### config.mk
export PLATFORM = sky130hd
export DESIGN_NAME = bow_draw_ctrl_flat
export DESIGN_NICKNAME = d
export VERILOG_FILES = /design/src/rtl/bow_pkg.sv /design/src/rtl/bow_draw_ctrl_if.sv /design/src/rtl/bow_draw_ctrl.sv /design/src/flat_wrapper.sv
export SDC_FILE = /design/constraint.sdc
export NUM_CORES = 1
export LEC_CHECK = 0
export ABC_AREA = 1
export BUFFER_PORTS_ARGS = -buffer_cell sky130_fd_sc_hd__clkbuf_2
export CORE_MARGIN = 5
export CORE_UTILIZATION = 63
export CTS_BUF_LIST = sky130_fd_sc_hd__clkbuf_4
export DETAILED_ROUTE_END_ITERATION = 10
export PLACE_DENSITY = 0.86
export SYNTH_ARGS = -nofsm -noshare
export SYNTH_HDL_FRONTEND = slang
export SYNTH_SLANG_ARGS = --single-unit
### constraint.sdc
create_clock -name vga_clk -period 3.8 [get_ports vga_clk]
set_input_delay 0.76 -clock vga_clk [delete_from_list [all_inputs] [get_ports vga_clk]]
set_output_delay 0.76 -clock vga_clk [all_outputs]
set_load 0.005 [all_outputs]
### src/rtl/bow_pkg.sv
// Shared types and constants for the bow draw controller and the sprite-select mux.
package bow_pkg;

  typedef enum logic [1:0] {
    IDLE     = 2'd0,
    DRAW     = 2'd1,
    HOLD     = 2'd2,
    COOLDOWN = 2'd3
  } bow_state_t;

  typedef logic [1:0] bow_frame_t;

  localparam bow_frame_t BOW_REST   = 2'd0;
  localparam bow_frame_t BOW_STAGE1 = 2'd1;
  localparam bow_frame_t BOW_STAGE2 = 2'd2;
  localparam bow_frame_t BOW_FULL   = 2'd3;

  localparam logic [1:0] POWER_PARTIAL = 2'd2;
  localparam logic [1:0] POWER_FULL    = 2'd3;

endpackage

### src/rtl/bow_draw_ctrl_if.sv
// Frame/button inputs and sprite/shot outputs of the bow draw controller.
interface bow_draw_ctrl_if;
  import bow_pkg::*;

  logic       frame_start;
  logic       btn;
  logic       arrow_busy;
  bow_frame_t bow_frame;
  logic       charging;
  logic       fire;
  logic [1:0] fire_power;

  modport master (
    output frame_start, btn, arrow_busy,
    input  bow_frame, charging, fire, fire_power
  );

  modport slave (
    input  frame_start, btn, arrow_busy,
    output bow_frame, charging, fire, fire_power
  );
endinterface

### src/rtl/bow_draw_ctrl.sv
// Bow draw-and-release FSM: turns the fire button into a frame-synchronous
// sprite stage and a one-cycle fire strobe with shot power.
module bow_draw_ctrl
  import bow_pkg::*;
#(
  parameter int STAGE_FRAMES    = 12,
  parameter int COOLDOWN_FRAMES = 20
) (
  input  logic             vga_clk,
  input  logic             reset_n,
  bow_draw_ctrl_if.slave   bus
);

  localparam int MAX_FRAMES = (STAGE_FRAMES > COOLDOWN_FRAMES) ? STAGE_FRAMES : COOLDOWN_FRAMES;
  localparam int CW         = (MAX_FRAMES > 1) ? $clog2(MAX_FRAMES) : 1;
  localparam logic [CW-1:0] STAGE_LAST = CW'(STAGE_FRAMES - 1);
  localparam logic [CW-1:0] COOL_LAST  = CW'(COOLDOWN_FRAMES - 1);

  bow_state_t    state, state_n;
  logic [CW-1:0] cnt, cnt_n;
  bow_frame_t    bow, bow_n;
  logic          charging, charging_n;
  logic          fire, fire_n;
  logic [1:0]    power, power_n;

  always_ff @(posedge vga_clk or negedge reset_n) begin
    if (!reset_n) begin
      state    <= IDLE;
      cnt      <= '0;
      bow      <= BOW_REST;
      charging <= 1'b0;
      fire     <= 1'b0;
      power    <= '0;
    end else begin
      state    <= state_n;
      cnt      <= cnt_n;
      bow      <= bow_n;
      charging <= charging_n;
      fire     <= fire_n;
      power    <= power_n;
    end
  end

  // Inputs only matter on frame_start, so the sprite changes only during vblank.
  always_comb begin
    state_n = state;
    cnt_n   = cnt;
    bow_n   = bow;
    fire_n  = 1'b0;
    power_n = power;
    if (bus.frame_start) begin
      case (state)
        IDLE: begin
          if (bus.btn && !bus.arrow_busy) begin
            state_n = DRAW;
            cnt_n   = '0;
            bow_n   = BOW_STAGE1;
          end
        end
        DRAW: begin
          if (!bus.btn) begin
            cnt_n = '0;
            bow_n = BOW_REST;
            if (bow == BOW_STAGE1) begin
              state_n = IDLE;
            end else begin
              state_n = COOLDOWN;
              fire_n  = 1'b1;
              power_n = POWER_PARTIAL;
            end
          end else if (cnt == STAGE_LAST) begin
            cnt_n = '0;
            bow_n = bow + 2'd1;
            if (bow_n == BOW_FULL) state_n = HOLD;
          end else begin
            cnt_n = cnt + 1'b1;
          end
        end
        HOLD: begin
          if (!bus.btn) begin
            state_n = COOLDOWN;
            cnt_n   = '0;
            bow_n   = BOW_REST;
            fire_n  = 1'b1;
            power_n = POWER_FULL;
          end
        end
        COOLDOWN: begin
          if (cnt == COOL_LAST) begin
            state_n = IDLE;
            cnt_n   = '0;
          end else begin
            cnt_n = cnt + 1'b1;
          end
        end
        default: state_n = IDLE;
      endcase
    end
    charging_n = (state_n == DRAW) || (state_n == HOLD);
  end

  assign bus.bow_frame  = bow;
  assign bus.charging   = charging;
  assign bus.fire       = fire;
  assign bus.fire_power = power;

endmodule
### src/flat_wrapper.sv
// flat-port wrapper written by rule: the top's interface ports become plain ports
module bow_draw_ctrl_flat import bow_pkg::*;
#(
  parameter int STAGE_FRAMES    = 12,
  parameter int COOLDOWN_FRAMES = 20
)
  (vga_clk, reset_n, bus_frame_start, bus_btn, bus_arrow_busy, bus_bow_frame, bus_charging, bus_fire, bus_fire_power);
  bow_draw_ctrl_if bus_i ();
  input  logic vga_clk;
  input  logic reset_n;
  input wire logic [$bits(bus_i.frame_start)-1:0] bus_frame_start;
  input wire logic [$bits(bus_i.btn)-1:0] bus_btn;
  input wire logic [$bits(bus_i.arrow_busy)-1:0] bus_arrow_busy;
  output wire logic [$bits(bus_i.bow_frame)-1:0] bus_bow_frame;
  output wire logic [$bits(bus_i.charging)-1:0] bus_charging;
  output wire logic [$bits(bus_i.fire)-1:0] bus_fire;
  output wire logic [$bits(bus_i.fire_power)-1:0] bus_fire_power;
  assign bus_i.frame_start = bus_frame_start;
  assign bus_i.btn = bus_btn;
  assign bus_i.arrow_busy = bus_arrow_busy;
  assign bus_bow_frame = bus_i.bow_frame;
  assign bus_charging = bus_i.charging;
  assign bus_fire = bus_i.fire;
  assign bus_fire_power = bus_i.fire_power;
  bow_draw_ctrl #(.STAGE_FRAMES(STAGE_FRAMES), .COOLDOWN_FRAMES(COOLDOWN_FRAMES)) u_core (.vga_clk(vga_clk), .reset_n(reset_n), .bus(bus_i));
endmodule
## Yosys cells after proc, flatten, opt, wreduce, memory -nomap -nowiden

Index checks and enable logic that the tools add are counted.
W data, S select, Z words.

| cells by class | value |
|---|---|
| $add $sub $neg | 2 |
| equal/unequal tests | 14 |
| multiplexer cells | 29 |
| reduce and logical (&&, ||, !) cells | 9 |

Operator list:

| kind | count |
|---|---|
| $mux W2 | 15 |
| $mux W5 | 5 |
| $pmux W5 S4 | 1 |
| $reduce_and A5 Y1 | 2 |
| $eq A2 B2 Y1 const B | 4 |
| $pmux W2 S4 | 1 |
| $eq A2 B1 Y1 const B | 3 |
| $ne A2 B2 Y1 const B | 3 |
| $pmux W2 S3 | 1 |
| $add A5 B1 Y5 const B | 1 |
| $eq A5 B4 Y1 const B | 1 |
| $eq A5 B5 Y1 const B | 1 |
| $mux W1 | 4 |
| $pmux W2 S2 | 1 |
| $ne A3 B2 Y1 const B | 1 |
| $reduce_and A3 Y1 | 1 |
| $reduce_bool A3 Y1 | 1 |
| $add A2 B1 Y2 const B | 1 |
| $logic_not A2 Y1 | 1 |
| $ne A2 B1 Y1 const B | 1 |
| $pmux W1 S2 | 1 |
| $reduce_bool A2 Y1 | 1 |
| $logic_and A1 B1 Y1 | 1 |
| $logic_not A1 Y1 | 1 |
| $logic_or A1 B1 Y1 | 1 |

| storage, ports and cells | value |
|---|---|
| flip-flop bits (word level) | 13 |
| input port bits | 5 |
| logic and storage cells | 60 |

## Logic depth before layout (Yosys ltp)

Gate-level depths: netlist (run 1).

| logic depth | value |
|---|---|
| depth in word-level cells | 9 |
| gate-level depth with buffers | 12 |

## Least setup slack after synthesis (run 1)

No wires, ideal clock.

| timing path | value |
|---|---|
| path kind | input to register |
| from | input bus_frame_start |
| to | register u_core.bow[0], in the netlist u_core.bus.bow_frame[0] |
| setup time | 126 ps |
| arrival | 1377 ps |
| slack | 2297 ps |
| cell stages on the path | 9 |
| path buffers | 0 |
| cells stage by stage | inv_2 -> nor2_4 -> inv_2 -> nand2_2 -> nand2_4 -> inv_6 -> nand2_4 -> nor2_8 -> o21ai_0 |

| between the ends | value |
|---|---|
| cells in the longest elaborated chain, start to end | 1 |

Ends and longest elaborated chain:

| what | RTL line | source |
|---|---|---|
| start, declared | flat_wrapper.sv:11 | `input wire logic [$bits(bus_i.frame_start)-1:0] bus_frame_start;` |
| $reduce_and A5 Y1 (no source line) | n/a |  |
| end signal, assigned | bow_draw_ctrl.sv:37 | `bow <= bow_n;` |
| end, declared | bow_draw_ctrl.sv:21 | `bow_frame_t bow, bow_n;` |

No other way between the ends.
A chain may end at the register's enable or synchronous reset.

## Final worst setup path (run 1)

| timing path | value |
|---|---|
| from | register u_core.state[0] |
| to | register u_core.bow[0], in the netlist u_core.bus.bow_frame[0] |

| between the ends | value |
|---|---|
| cells in the longest elaborated chain, start to end | 3 |

Ends and longest elaborated chain:

| what | RTL line | source |
|---|---|---|
| start, declared | bow_draw_ctrl.sv:19 | `bow_state_t state, state_n;` |
| start signal, assigned | bow_draw_ctrl.sv:35 | `state <= state_n;` |
| $eq A2 B1 Y1 (tied with other cells) | bow_draw_ctrl.sv:52 | `case (state)` |
| $ne A3 B2 Y1 (no source line) (tied with other cells) | n/a |  |
| $reduce_and A5 Y1 (no source line) | n/a |  |

Parallel ways exist; a longest one is shown, timed or not.

==> impl_metrics.toml, run 1 <==
[floorplanning]
coreArea_mm2 = 0.00132
die_h_um = 47.6
initial_core_util = 0.676
ios = 11
die-area_mm2 = 0.00227
fp.dieW_um = 47.6
floorplan.rows = 13

[clock_network]
cts_resized = 0
clock-sinks = 13
cts_setup_buffers = 0
clock_latency_ns = 0.28
clk_pin_slew_ns = 0.08
cts.path.max_buffers = 2
cts_inserted_buffers = 3
ctsHoldBuffers = 0
h-tree-depth = 1
clockRootBuffer = "clkbuf_4"
cts_tree = "built"

[power_and_ir_drop]
p_leak_nw = 0.541
power.density_mw_per_mm2 = 667
ir_drop_mv = 0.431
finalPower_mw = 0.660

[sta]
rsz0062_at_grt = "no"
period_needed_ns = 1.68
worstMarginPinSlew_ns = 0.321
finalCritPeriodShare = 0.441
hold_violations = 0
finalMaxSlewViolations = 0
fmax_ghz = 0.597
max_slew_margin = 0.786
hold_ws_ns = 0.355
final-setup-viol-count = 0
tns_ns = 0
worst_slack_ns = 2.12
fin_skew_ns = 0.00614

[place]
routabilityCongestion = 0.942
dpl.cell_count = 143
io_buffers = 10
hpwl_mm = 1.46
placedInstanceArea_um2 = 960
place_ws_ns = 2.07

[worst_hold_path]
hold_path_class = "input pin to asynchronous set/reset pin"

[logic_synthesis]
yosysWarnings = 0
netlist_area_um2 = 891
synth_top_area_cell = "dfrtp_1"
ys_ff_latch = 13
avgSynthCellArea_um2 = 7.55
synth_top_area_frac = 0.365
ys_seq_area_frac = 0.365
netlist_instances = 118
synth_cell_types = 22
postSynthNetCount = 131
synth_area_leaders = "dfrtp_1, nand2_1, ha_1"

[final_layout]
final_common_cell = "nand2_1"
fin_util = 0.751
areaGrowthSynthToFinish_pct = 11.1
diodes = 0
fin_cells = 147
drive_gt1_frac = 0.197
final_cell_mix = "nand2_1, inv_1, dfrtp_1"
stdcell_area_um2 = 990
nets = 146
fillers = 90

[routing]
drt_wl_total_mm = 1.76
wl_per_cell_um = 12.0
drt_iter0_drc = 33
drtAntennaViolNets = 0
drt-vias-per-instance = 5.35
vias = 787
drc = 0
dr.pass1.iters = 4

[setup_path]
cp_common_cell = "nand2_4"
reg2regPathDepth = 10
cp.arrival_ns = 1.83
cp.required_ns = 3.96
cp-start-kind = "flip-flop"
worstReg2RegEnd = "u_core.bus.bow_frame[0]"
crit_path_start = "u_core.state[0]"
end_kind = "flip-flop"
ff2ff_setup_slack_ns = 2.12
critPathSlowestCell = "dfrtp_1"
slowest_delay_ns = 0.50
crit_type = "flip-flop to flip-flop"
critPathMaxFanout = 8
reg2reg_from = "u_core.state[0]"
path_cells = "inv_1 -> ha_1 -> nor2_4 -> inv_2 -> nand2_2 -> nand2_4 -> inv_6 -> nand2_4 -> nor2_8 -> o21ai_0"

[global_routing]
grt_pass1_vias = 778
grt-ovfl-total = 0
grt_max_degree = 14
grt_usage = 0.211
antenna_found_initial = 0
grt_pass1_wl_mm = 3.19

[status]
outcome = "complete, no violations"

[job]
maxCapViolCount = 0
[worst max-delay path by stage]
stage / to / slack, ns / cells after the start
4_1_cts: u_core.bus.bow_frame[0] / 2.12 / 11
5_1_grt: u_core.bus.bow_frame[0] / 1.98 / 11
3_3_place_gp: u_core.bus.bow_frame[0] / 2.13 / 10
6_report: u_core.bus.bow_frame[0] / 2.12 / 10
3_5_place_dp: u_core.bus.bow_frame[0] / 2.07 / 10
2_1_floorplan: u_core.bus.bow_frame[0] / 2.30 / 9
[power by group]
group	leakage [nW]	switching (mW)	internal [mW]	total [mW]
Clock	0.0184	0.0427	0.0479	0.0906
Combinational	0.357	0.219	0.131	0.350
Sequential	0.165	0.0409	0.178	0.219
Total	0.541	0.303	0.357	0.660
[area by class of cell]
type                       instances  area, um2  share of cell area
multi-input combinational         82        474               0.479
sequential                        13        325               0.329
inverter                          23       91.3              0.0923
timing repair buffer              10       50.0              0.0506
clock buffer                       4       30.0              0.0303
tap                               15       18.8              0.0190
[cells in the mapped netlist (all sizes together)]
| library cell | instances |
|---|---|
| a21oi | 1 |
| dfrtp | 13 |
| inv | 23 |
| nand3b | 1 |
| o2111ai | 1 |
| xor2 | 1 |
| nand3 | 8 |
| nor3 | 2 |
| nor2 | 13 |
| ha | 8 |
| o21ai | 11 |
| o22ai | 1 |
| nand2 | 35 |
[flip-flops by register name, summed over array words and instances, names as in the netlist]
name	flops
u_core.bus.bow_frame	2
u_core.bus.charging	1
u_core.bus.fire	1
u_core.bus.fire_power	2
u_core.cnt	5
u_core.state	2
[per-layer routing]
layer	part of all wire	vias up	track usage	wire length, um
li1	-	392	-	-
met1	0.42	359	0.234	736
met2	0.48	29	0.353	853
met3	0.069	7	0.0639	122
met4	0.027	0	0.124	48
met5	0	-	0	0
[worst max-delay path: cells and delay by family (launching register included)]
kind            cells  cell delay, ns
flops               1            0.50
simple gates        5            0.48
buf+inv             3            0.24
fa+ha+maj           1            0.24
compound gates      1            0.08
[cell families (layout without fill, tap and decap cells)]
group / after synthesis / count (layout) / share of synthesized area
flip-flops: 13 / 13 / 0.365
buffers and inverters: 23 / 37 / 0.103
XOR/XNOR: 1 / 1 / 0.00983
AO/OA/AOI/OAI: 14 / 14 / 0.0885
adder cells (fa/ha/maj): 8 / 8 / 0.112
AND/OR/NAND/NOR: 59 / 59 / 0.322
No activity file was read; power rests on OpenSTA's default activity.
==> run 2, diff against run 1 <==
Settings changed: ABC_AREA 1 to 0, CORE_UTILIZATION 63 to 58, PLACE_DENSITY 0.86 to 0.8.
Clock period 3.8 ns to 1.6 ns, I/O delays scaled along.
==> impl_metrics.toml, run 2 <==
[logic_synthesis]
netlist_area_um2 = 846
synth_top_area_frac = 0.385
avgSynthCellArea_um2 = 9.50
synthMuxAreaShare = 0.0429
synth-compound-area-share = 0.207
postSynthNetCount = 102
synth_cell_types = 31
synth_edf_count = 0
yosysMostFrequentCell = "dfrtp_1"
synthArstFlopShare = 1.00
synth-simple-area-share = 0.207
synthFlopType = "dfrtp_1"
yosysWarnings = 0
synth_common_cells = "dfrtp_1, ha_1, inv_1, nand2_1, nor2b_1"
synth_top_area_cell = "dfrtp_1"
ys_ff_latch = 13
netlist_instances = 89
ys_seq_area_frac = 0.385
synth_top_family_by_area = "simple AND/OR/NAND/NOR gates"
synth_xor_area_frac = 0
synth_fa_ha_area_frac = 0.118
synth_area_leaders = "dfrtp_1, ha_1, nor2b_1"

[worst_hold_path]
hold_path_depth = 4
hold_path_class = "input pin to flip-flop"

[sta]
rsz0062_at_grt = "yes"
hold_ws_ns = 0.445
fin_skew_ns = 0.00255
finalCritPeriodShare = 1.07
worst_slack_ns = -0.107
tns_ns = -0.360
worstMarginPinSlew_ns = 0.340
final-setup-viol-count = 7
finalMaxSlewViolations = 0
hold_violations = 0
max_slew_margin = 0.773
fmax_ghz = 0.586
period_needed_ns = 1.71

[setup_path]
crit_type = "flip-flop to flip-flop"
cp-start-kind = "flip-flop"
cp.required_ns = 1.77
critPathMaxFanout = 5
critPathSlowestCell = "dfrtp_1"
cp.arrival_ns = 1.88
reg2regPathDepth = 5
end_kind = "flip-flop"
path_cells = "ha_2 -> and4bb_2 -> nor2_1 -> or3_4 -> mux2_4"
slowest_delay_ns = 0.38

[final_layout]
top_register = "u_core.cnt"
diodes = 0
fillers = 65
areaGrowthSynthToFinish_pct = 39.8
final_cell_mix = "buf_4, dfrtp_1, clkbuf_2"
final_common_cell = "buf_4"
nets = 138
drive_gt1_frac = 0.484
stdcell_area_mm2 = 0.00118
largest_reg_flops = 5

[routing]
wl_per_cell_um = 16.2
drt_iter0_drc = 7
vias = 806
drtAntennaViolNets = 0
drt-vias-per-instance = 5.80
dr.pass1.iters = 4
drt_wl_total_mm = 2.25
drc = 0

[floorplanning]
die_h_um = 48.2
fp.dieW_um = 48.2
ios = 11
coreArea_mm2 = 0.00133
initial_core_util = 0.634
die-area_mm2 = 0.00232
floorplan.rows = 13

[status]
violations = "negative setup slack"
outcome = "finished with violations"

[global_routing]
grt_max_degree = 14
antenna_found_initial = 0
grt_pass1_vias = 931
grt_pass1_wl_mm = 3.89
grt-ovfl-total = 0
grt_usage = 0.247

[power_and_ir_drop]
p_int_mw = 1.26
comb_power_share = 0.657
ir_drop_mv = 1.31
netSwitchingPower_mw = 0.835
finalPower_mw = 2.09
p_seq_frac = 0.235
power.density_mw_per_mm2 = 1770
swShare = 0.399
p_clk_frac = 0.108
p_leak_nw = 0.590

[place]
io_buffers = 10
routabilityCongestion = 0.814
hpwl_mm = 1.48
placedInstanceArea_mm2 = 0.00107

[job]
maxCapViolCount = 0

[clock_network]
clock_latency_ns = 0.28
cts_tree = "built"
cts.path.max_buffers = 2
cts_inserted_buffers = 3
clockRootBuffer = "clkbuf_4"
clk_pin_slew_ns = 0.08
clock-sinks = 13
h-tree-depth = 1
==> run 2: changes by cell type after synthesis, sizes merged, moves of 3 or more <==
cell	before	now
o21ai	11	7
a22o	0	3
nor2b	0	7
nand3	8	0
nand2	35	8
nor2	13	5
a21oi	1	5
inv	23	8
==> run 2: final cells by class <==
cell class / count / area [um2] / area share
Clock buffer: 4 / 30.0 / 0.0254
Timing Repair Buffer: 32 / 218 / 0.184
Inverter: 8 / 30.0 / 0.0254
Sequential cell: 13 / 325 / 0.275
Tap cell: 15 / 18.8 / 0.0159
Multi-Input combinational cell: 67 / 561 / 0.474
==> run 2: metrics by stage <==
step,worst slack (ns),utilization,std cells
6_report,-0.107,0.886,139
5_1_grt,-0.147,0.886,139
4_1_cts,-0.0687,0.888,140
3_5_place_dp,-0.125,0.804,133
3_3_place_gp,-0.0649,0.804,133
2_1_floorplan,-0.174,-,89
==> run 2: layer usage <==
layer | track usage | wire (um) | vias to the layer above
met3 | 0.0369 | 88 | 7
met4 | 0.156 | 59 | 0
li1 | - | - | 385
met5 | 0 | 0 | -
met1 | 0.274 | 969 | 390
met2 | 0.435 | 1130 | 24
==> run 2: worst paths after layout <==
check,start,end,slack [ns]
worst min-delay path,bus_frame_start,u_core.state[0],0.44
max in group asynchronous,reset_n,u_core.cnt[0],0.88
worst min register to register,u_core.bus.fire_power[1],u_core.bus.fire_power[1],0.47
worst max register to register,u_core.cnt[1],u_core.bus.bow_frame[0],-0.11
worst max-delay path,u_core.cnt[1],u_core.bus.bow_frame[0],-0.11
min in group asynchronous,reset_n,u_core.bus.fire_power[1],0.47
==> run 2: logic make-up after synthesis <==
kind of cell             after synthesis
AO/OA/AOI/OAI                         26
adder cells (fa/ha/maj)                8
buffers and inverters                  9
flip-flops                            13
multiplexers                           3
AND/OR/NAND/NOR                       30
==> run 2: power by group through the flow <==
stage | combinational [mW] | sequential, mW | clock, mW
after global routing | 1.50 | 0.502 | 0.248
final | 1.38 | 0.493 | 0.226
after floorplan | 0.595 | 0.514 | 0
after CTS | 1.34 | 0.490 | 0.226
after detailed placement | 1.15 | 0.494 | 0
after global placement | 1.11 | 0.486 | 0
==> run 2: repair_timing <==
| action | 4_1_cts | 5_1_grt |
|---|---|---|
| hold buffers | 1 | 0 |
| setup buffers | 2 | 0 |
| pin swaps | 4 | 5 |
| setup endpoints to repair | 8 | 10 |
| hold endpoints to repair | 13 | 0 |
| gates resized for setup | 17 | 4 |
==> run 2: worst max-delay path, delay by kind of cell (launching register included) <==
kind / cells / cell delay, ns
flip-flops: 1 / 0.38
adder cells (fa/ha/maj): 1 / 0.22
AND/OR/NAND/NOR: 3 / 0.70
multiplexers: 1 / 0.30
